==> src/rtl/imm22_narrow_pkg.sv <==
// Shared widths, field limits and the buffered entry type for the 22-bit immediate narrower.
package imm22_narrow_pkg;

   localparam int WORD_W = 32;
   localparam int IMM_W  = 22;

   localparam logic [IMM_W-1:0] IMM_MAX = 22'h1FFFFF;
   localparam logic [IMM_W-1:0] IMM_MIN = 22'h200000;

   typedef struct packed {
      logic             ovf;
      logic [IMM_W-1:0] data;
   } imm_entry_t;

   localparam imm_entry_t ENTRY_ZERO = '{ovf: 1'b0, data: 22'd0};

endpackage

==> src/rtl/imm22_fit.sv <==
// Combinational 22-bit fit check with saturate (IMM22_SAT_EN defined) or truncate selection.
module imm22_fit
   import imm22_narrow_pkg::*;
(
   input  logic [WORD_W-1:0] value,
   output imm_entry_t        entry
);

   logic fits_s;

   assign fits_s = (value[WORD_W-1:IMM_W] == {(WORD_W-IMM_W){value[IMM_W-1]}});

   always_comb begin
      entry.ovf = ~fits_s;
`ifdef IMM22_SAT_EN
      if (fits_s) begin
         entry.data = value[IMM_W-1:0];
      end else if (value[WORD_W-1]) begin
         entry.data = IMM_MIN;
      end else begin
         entry.data = IMM_MAX;
      end
`else
      entry.data = value[IMM_W-1:0];
`endif
   end

endmodule

==> src/rtl/imm22_narrow.sv <==
// 32-to-22-bit signed narrower with 2-entry output FIFO and saturating overflow counter.
// Optional build macro: IMM22_SAT_EN (saturate instead of truncate non-fitting values).
module imm22_narrow
   import imm22_narrow_pkg::*;
#(
   parameter int CNT_W = 16
) (
   input  logic              clk,
   input  logic              rst,
   input  logic              in_valid,
   output logic              in_ready,
   input  logic [WORD_W-1:0] in_data,
   output logic              out_valid,
   input  logic              out_ready,
   output logic [IMM_W-1:0]  out_data,
   output logic              out_ovf,
   input  logic              stat_clr,
   output logic [CNT_W-1:0]  ovf_cnt
);

   imm_entry_t       fit_s;
   imm_entry_t       head_s;
   imm_entry_t       mem_r [2];
   logic             wr_ptr_r;
   logic             rd_ptr_r;
   logic [1:0]       count_r;
   logic [CNT_W-1:0] ovf_cnt_r;
   logic             push_s;
   logic             pop_s;

   imm22_fit u_fit (
      .value (in_data),
      .entry (fit_s)
   );

   // Handshake flags come only from the registered count, never from out_ready.
   assign in_ready  = (count_r != 2'd2);
   assign out_valid = (count_r != 2'd0);
   assign push_s    = in_valid && in_ready;
   assign pop_s     = out_valid && out_ready;
   assign head_s    = mem_r[rd_ptr_r];
   assign out_data  = head_s.data;
   assign out_ovf   = head_s.ovf;
   assign ovf_cnt   = ovf_cnt_r;

   always_ff @(posedge clk or posedge rst) begin
      if (rst) begin
         mem_r[0] <= ENTRY_ZERO;
         mem_r[1] <= ENTRY_ZERO;
         wr_ptr_r <= 1'b0;
         rd_ptr_r <= 1'b0;
         count_r  <= 2'd0;
      end else begin
         if (push_s) begin
            mem_r[wr_ptr_r] <= fit_s;
            wr_ptr_r        <= ~wr_ptr_r;
         end
         if (pop_s) begin
            rd_ptr_r <= ~rd_ptr_r;
         end
         case ({push_s, pop_s})
            2'b10:   count_r <= count_r + 2'd1;
            2'b01:   count_r <= count_r - 2'd1;
            default: count_r <= count_r;
         endcase
      end
   end

   // Clear beats a coincident increment; the counter sticks at all-ones.
   always_ff @(posedge clk or posedge rst) begin
      if (rst) begin
         ovf_cnt_r <= {CNT_W{1'b0}};
      end else if (stat_clr) begin
         ovf_cnt_r <= {CNT_W{1'b0}};
      end else if (push_s && fit_s.ovf && (ovf_cnt_r != {CNT_W{1'b1}})) begin
         ovf_cnt_r <= ovf_cnt_r + {{(CNT_W-1){1'b0}}, 1'b1};
      end else begin
         ovf_cnt_r <= ovf_cnt_r;
      end
   end

endmodule

==> config.mk <==
export PLATFORM = sky130hd
export DESIGN_NAME = imm22_narrow
export DESIGN_NICKNAME = d
export VERILOG_FILES = /design/src/rtl/imm22_narrow_pkg.sv /design/src/rtl/imm22_fit.sv /design/src/rtl/imm22_narrow.sv
export SDC_FILE = /design/constraint.sdc
export NUM_CORES = 1
export LEC_CHECK = 0
export BUFFER_PORTS_ARGS = -buffer_cell sky130_fd_sc_hd__buf_2
export CAP_MARGIN = 25
export CELL_PAD_IN_SITES_DETAIL_PLACEMENT = 1
export CELL_PAD_IN_SITES_GLOBAL_PLACEMENT = 1
export CORE_ASPECT_RATIO = 0.9
export CORE_MARGIN = 8
export CORE_UTILIZATION = 43
export CTS_CLUSTER_DIAMETER = 80
export DETAILED_ROUTE_END_ITERATION = 12
export MAX_ROUTING_LAYER = met4
export PLACE_DENSITY_LB_ADDON = 0.2
export SYNTH_ARGS = -nofsm -noshare
export SYNTH_HDL_FRONTEND = slang
export SYNTH_HIERARCHICAL = 1
export SYNTH_SLANG_ARGS = --single-unit
==> constraint.sdc <==
create_clock -name clk -period 2.11 [get_ports clk]
set_input_delay 0.3165 -clock clk [delete_from_list [all_inputs] [get_ports clk]]
set_output_delay 0.3165 -clock clk [all_outputs]
set_load 0.02 [all_outputs]
==> impl_metrics.toml <==
[power_and_ir_drop]
static-leakage-power_uw = 0.00177
switching_power_uw = 1970
intPower_uw = 3520
pwr-share-comb_pct = 43.6
power_frac_seq_pct = 36.8
peakVddDrop_uv = 688
p_sw_share_pct = 35.9
power.density_nw_per_um2 = 1380
clockPowerShare_pct = 19.6

[critical_path]
cpPeakStageDelay_ns = 0.53
crit_cells = 5
end_kind = "flop"
path_cells = "ha_1 > nand3_1 > nor2_1 > or4_1 > mux2_1"
crit_slowest_cell = "or4_1"
crit_family = "simple AND/OR/NAND/NOR gates"
crit_required_ns = 2.33
worstPathArrival_ns = 2.11
startpoint = "ovf_cnt[0]$_DFFE_PP0P_"
start_kind = "flop"
critPathKind = "flop to flop"
rrSetupSlack_ns = 0.22
r2r_end = "ovf_cnt[15]$_DFFE_PP0P_"
path_max_fanout = 5
crit_buf_inv = 0
r2r_cells = 5
reg2reg_from = "ovf_cnt[0]$_DFFE_PP0P_"

[place]
port_buffers = 77
preCtsSetupSlack_ns = -0.0429
hpwl_um = 6020
place_congestion = 0.819

[die]
start_util_pct = 44.6
die_w_um = 109
pin_count = 78
core_um2 = 7580
die_area_um2 = 11000
die_h_um = 100
num_rows = 30

[clock_network]
clock_latency_ns = 0.34
cts_sinks = 66
cts.htree.levels = 3
clock_path_buffers = 2
post_cts_buffers = 0
root_buffer = "clkbuf_8"
cts_tree = "yes"
holdBufCountCts = 0
ctsResizeCount = 0
cts_made_buffers = 9
clkSlewWorstSetupHoldPaths_ns = 0.07

[grt]
overflow = 0
grt_pass1_vias = 2630
grt_pass1_wl_um = 13300
antenna_found_initial = 0
grt.total_usage_pct = 15.9
grt_max_degree = 25

[worst_hold_path]
min_path_type = "input pin to async pin"

[timing]
rsz0062_at_grt = "no"
period_minus_slack_ns = 1.89
setup_tns_ns = 0
setup_violations = 0
drv_slew = 0
tightest_slew_ns = 0.529
clock.fmax_mhz = 528
skew_ns = 0.00646
worst_slack_ns = 0.216
finalCritPeriodShare_pct = 89.8
slew_headroom_pct = 64.7
hold_viol_final = 0

[synthesis]
synth.avg_cell_area_um2 = 12.3
synth.most_common_cell = "mux2_2"
yosys-top-cells-area = "dfrtp_1 49%, mux2_2 24%, buf_4 5.8%"
async_reset_ff_share_pct = 100
ys_warn_count = 6
ys_seq_area_share_pct = 48.8
syn_inst = 276
yosys.area.top_type_share_pct = 48.8
yosys.area.top_type = "dfrtp_1"
synth_common_cells = "72 x mux2_2, 66 x dfrtp_1, 26 x buf_4, 10 x a21oi_1, 9 x nand2_1"
synth-edff-count = 0
syn_nets = 315
ys_ff_latch = 66
synth.distinct_cells = 40
netlist_area_um2 = 3380
ys.flop_type = "dfrtp_1"

[finish]
drive_gt1_share_pct = 55.4
fin_nets = 384
area_growth_pct = 18.0
fill_cells = 834

[detailed_routing]
routed_wl_um = 7940
drtPass1Iterations = 4
wl_per_cell_um = 17.8
drt_iter0_drc = 43
ant_nets = 0
vias = 2385
drcViolationCount = 0
vias_per_cell = 5.34

[run_status]
outcome = "finished clean"

[run]
cap_violations = 0
==> metal layers <==
layer / track usage (%) / routed length [µm]
met1: 20.2 / 3610
met4: 4.77 / 95
met2: 24.0 / 3820
met3: 4.36 / 416
met5: - / 0
==> stage by stage <==
| step | total power, µW | area, µm² | std cells | util, % | hold WS (ns) |
|---|---|---|---|---|---|
| 2_1_floorplan | 3770 | 3380 | 276 | - | 0.469 |
| 3_3_place_gp | 4370 | 3780 | 430 | 49.9 | 0.381 |
| 3_5_place_dp | 4470 | 3780 | 430 | 49.9 | 0.388 |
| 4_1_cts | 5570 | 3990 | 446 | 52.6 | 0.0143 |
| 5_1_grt | 5830 | 3990 | 446 | 52.6 | 0.0330 |
| 6_report | 5490 | 3990 | 447 | 52.6 | 0.0129 |
==> cells by family (layout without fill, tap and decap cells) <==
kind of cell | after synthesis | count (layout) | synth area share, %
other | 0 | 1 | 0
xor gates and xnor gates | 5 | 5 | 1.30
AOI/OAI and AO/OA | 26 | 26 | 4.81
buffers and inverters | 36 | 110 | 7.29
and+or+nand+nor | 67 | 67 | 12.4
DFF | 66 | 66 | 48.8
muxes | 74 | 74 | 24.6
adders and majority gates | 2 | 2 | 0.740
==> placed cells by master, fill, tap and decap left out, drive strengths merged <==
master,Yosys,routed
clkinvlp,0,1
and3,2,2
a21oi,10,10
diode,0,1
bufinv,0,1
nor4,4,4
o21ai,5,5
o311a,2,2
o31ai,6,6
mux2,73,73
nand2,9,9
nand3,7,7
or3,1,1
or4,7,7
clkbuf,4,10
and2b,1,1
buf,29,91
xor2,2,2
nand4,10,10
or2,1,1
mux2i,1,1
and2,4,4
nor2b,3,3
xnor2,3,3
nand2b,1,1
o211ai,1,1
nor3,8,8
and4,1,1
inv,3,4
a31oi,2,2
nor2,8,8
dfrtp,66,66
ha,2,2
clkinv,0,3
==> how the worst max path moves through the flow <==
| stage | slack [ns] | end |
|---|---|---|
| after global routing | 0.12 | ovf_cnt[12]$_DFFE_PP0P_ |
| after floorplan | 0.14 | count_r[0]$_DFFE_PP0P_ |
| after detailed placement | -0.04 | ovf_cnt[15]$_DFFE_PP0P_ |
| after CTS | 0.21 | ovf_cnt[15]$_DFFE_PP0P_ |
| after global placement | -0.005 | ovf_cnt[15]$_DFFE_PP0P_ |
| final | 0.22 | ovf_cnt[15]$_DFFE_PP0P_ |
==> power groups by stage <==
stage / Sequential, µW / Clock, µW / Combinational, µW
floorplan: 1950 / 0 / 1820
global placement: 2010 / 0 / 2360
detailed placement: 2040 / 0 / 2430
CTS: 2020 / 1110 / 2440
global route: 2100 / 1170 / 2570
finish: 2020 / 1080 / 2390
==> worst register-to-register path: stages (launching register included) <==
cell and delay (ns):
dfrtp_1 0.41, ha_1 0.25, nand3_1 0.15, nor2_1 0.13, or4_1 0.53, mux2_1 0.32
==> cell type report <==
| cell class | count | area, µm² | share of cell area, % |
|---|---|---|---|
| Sequential cell | 66 | 1650 | 41.4 |
| Clock buffer | 10 | 138 | 3.45 |
| Clock inverter | 6 | 65.1 | 1.63 |
| Timing Repair Buffer | 91 | 515 | 12.9 |
| Antenna cell | 1 | 2.50 | 0.0627 |
| Multi-Input combinational cell | 174 | 1490 | 37.3 |
| Inverter | 3 | 11.3 | 0.282 |
| Tap cell | 96 | 120 | 3.01 |
==> state kept, by name, summed over array words and instances, names as in the netlist <==
| name | cells |
|---|---|
| wr_ptr_r | 1 |
| count_r | 2 |
| rd_ptr_r | 1 |
| ovf_cnt | 16 |
| mem_r | 46 |
(Power assumes the default switching activity.)
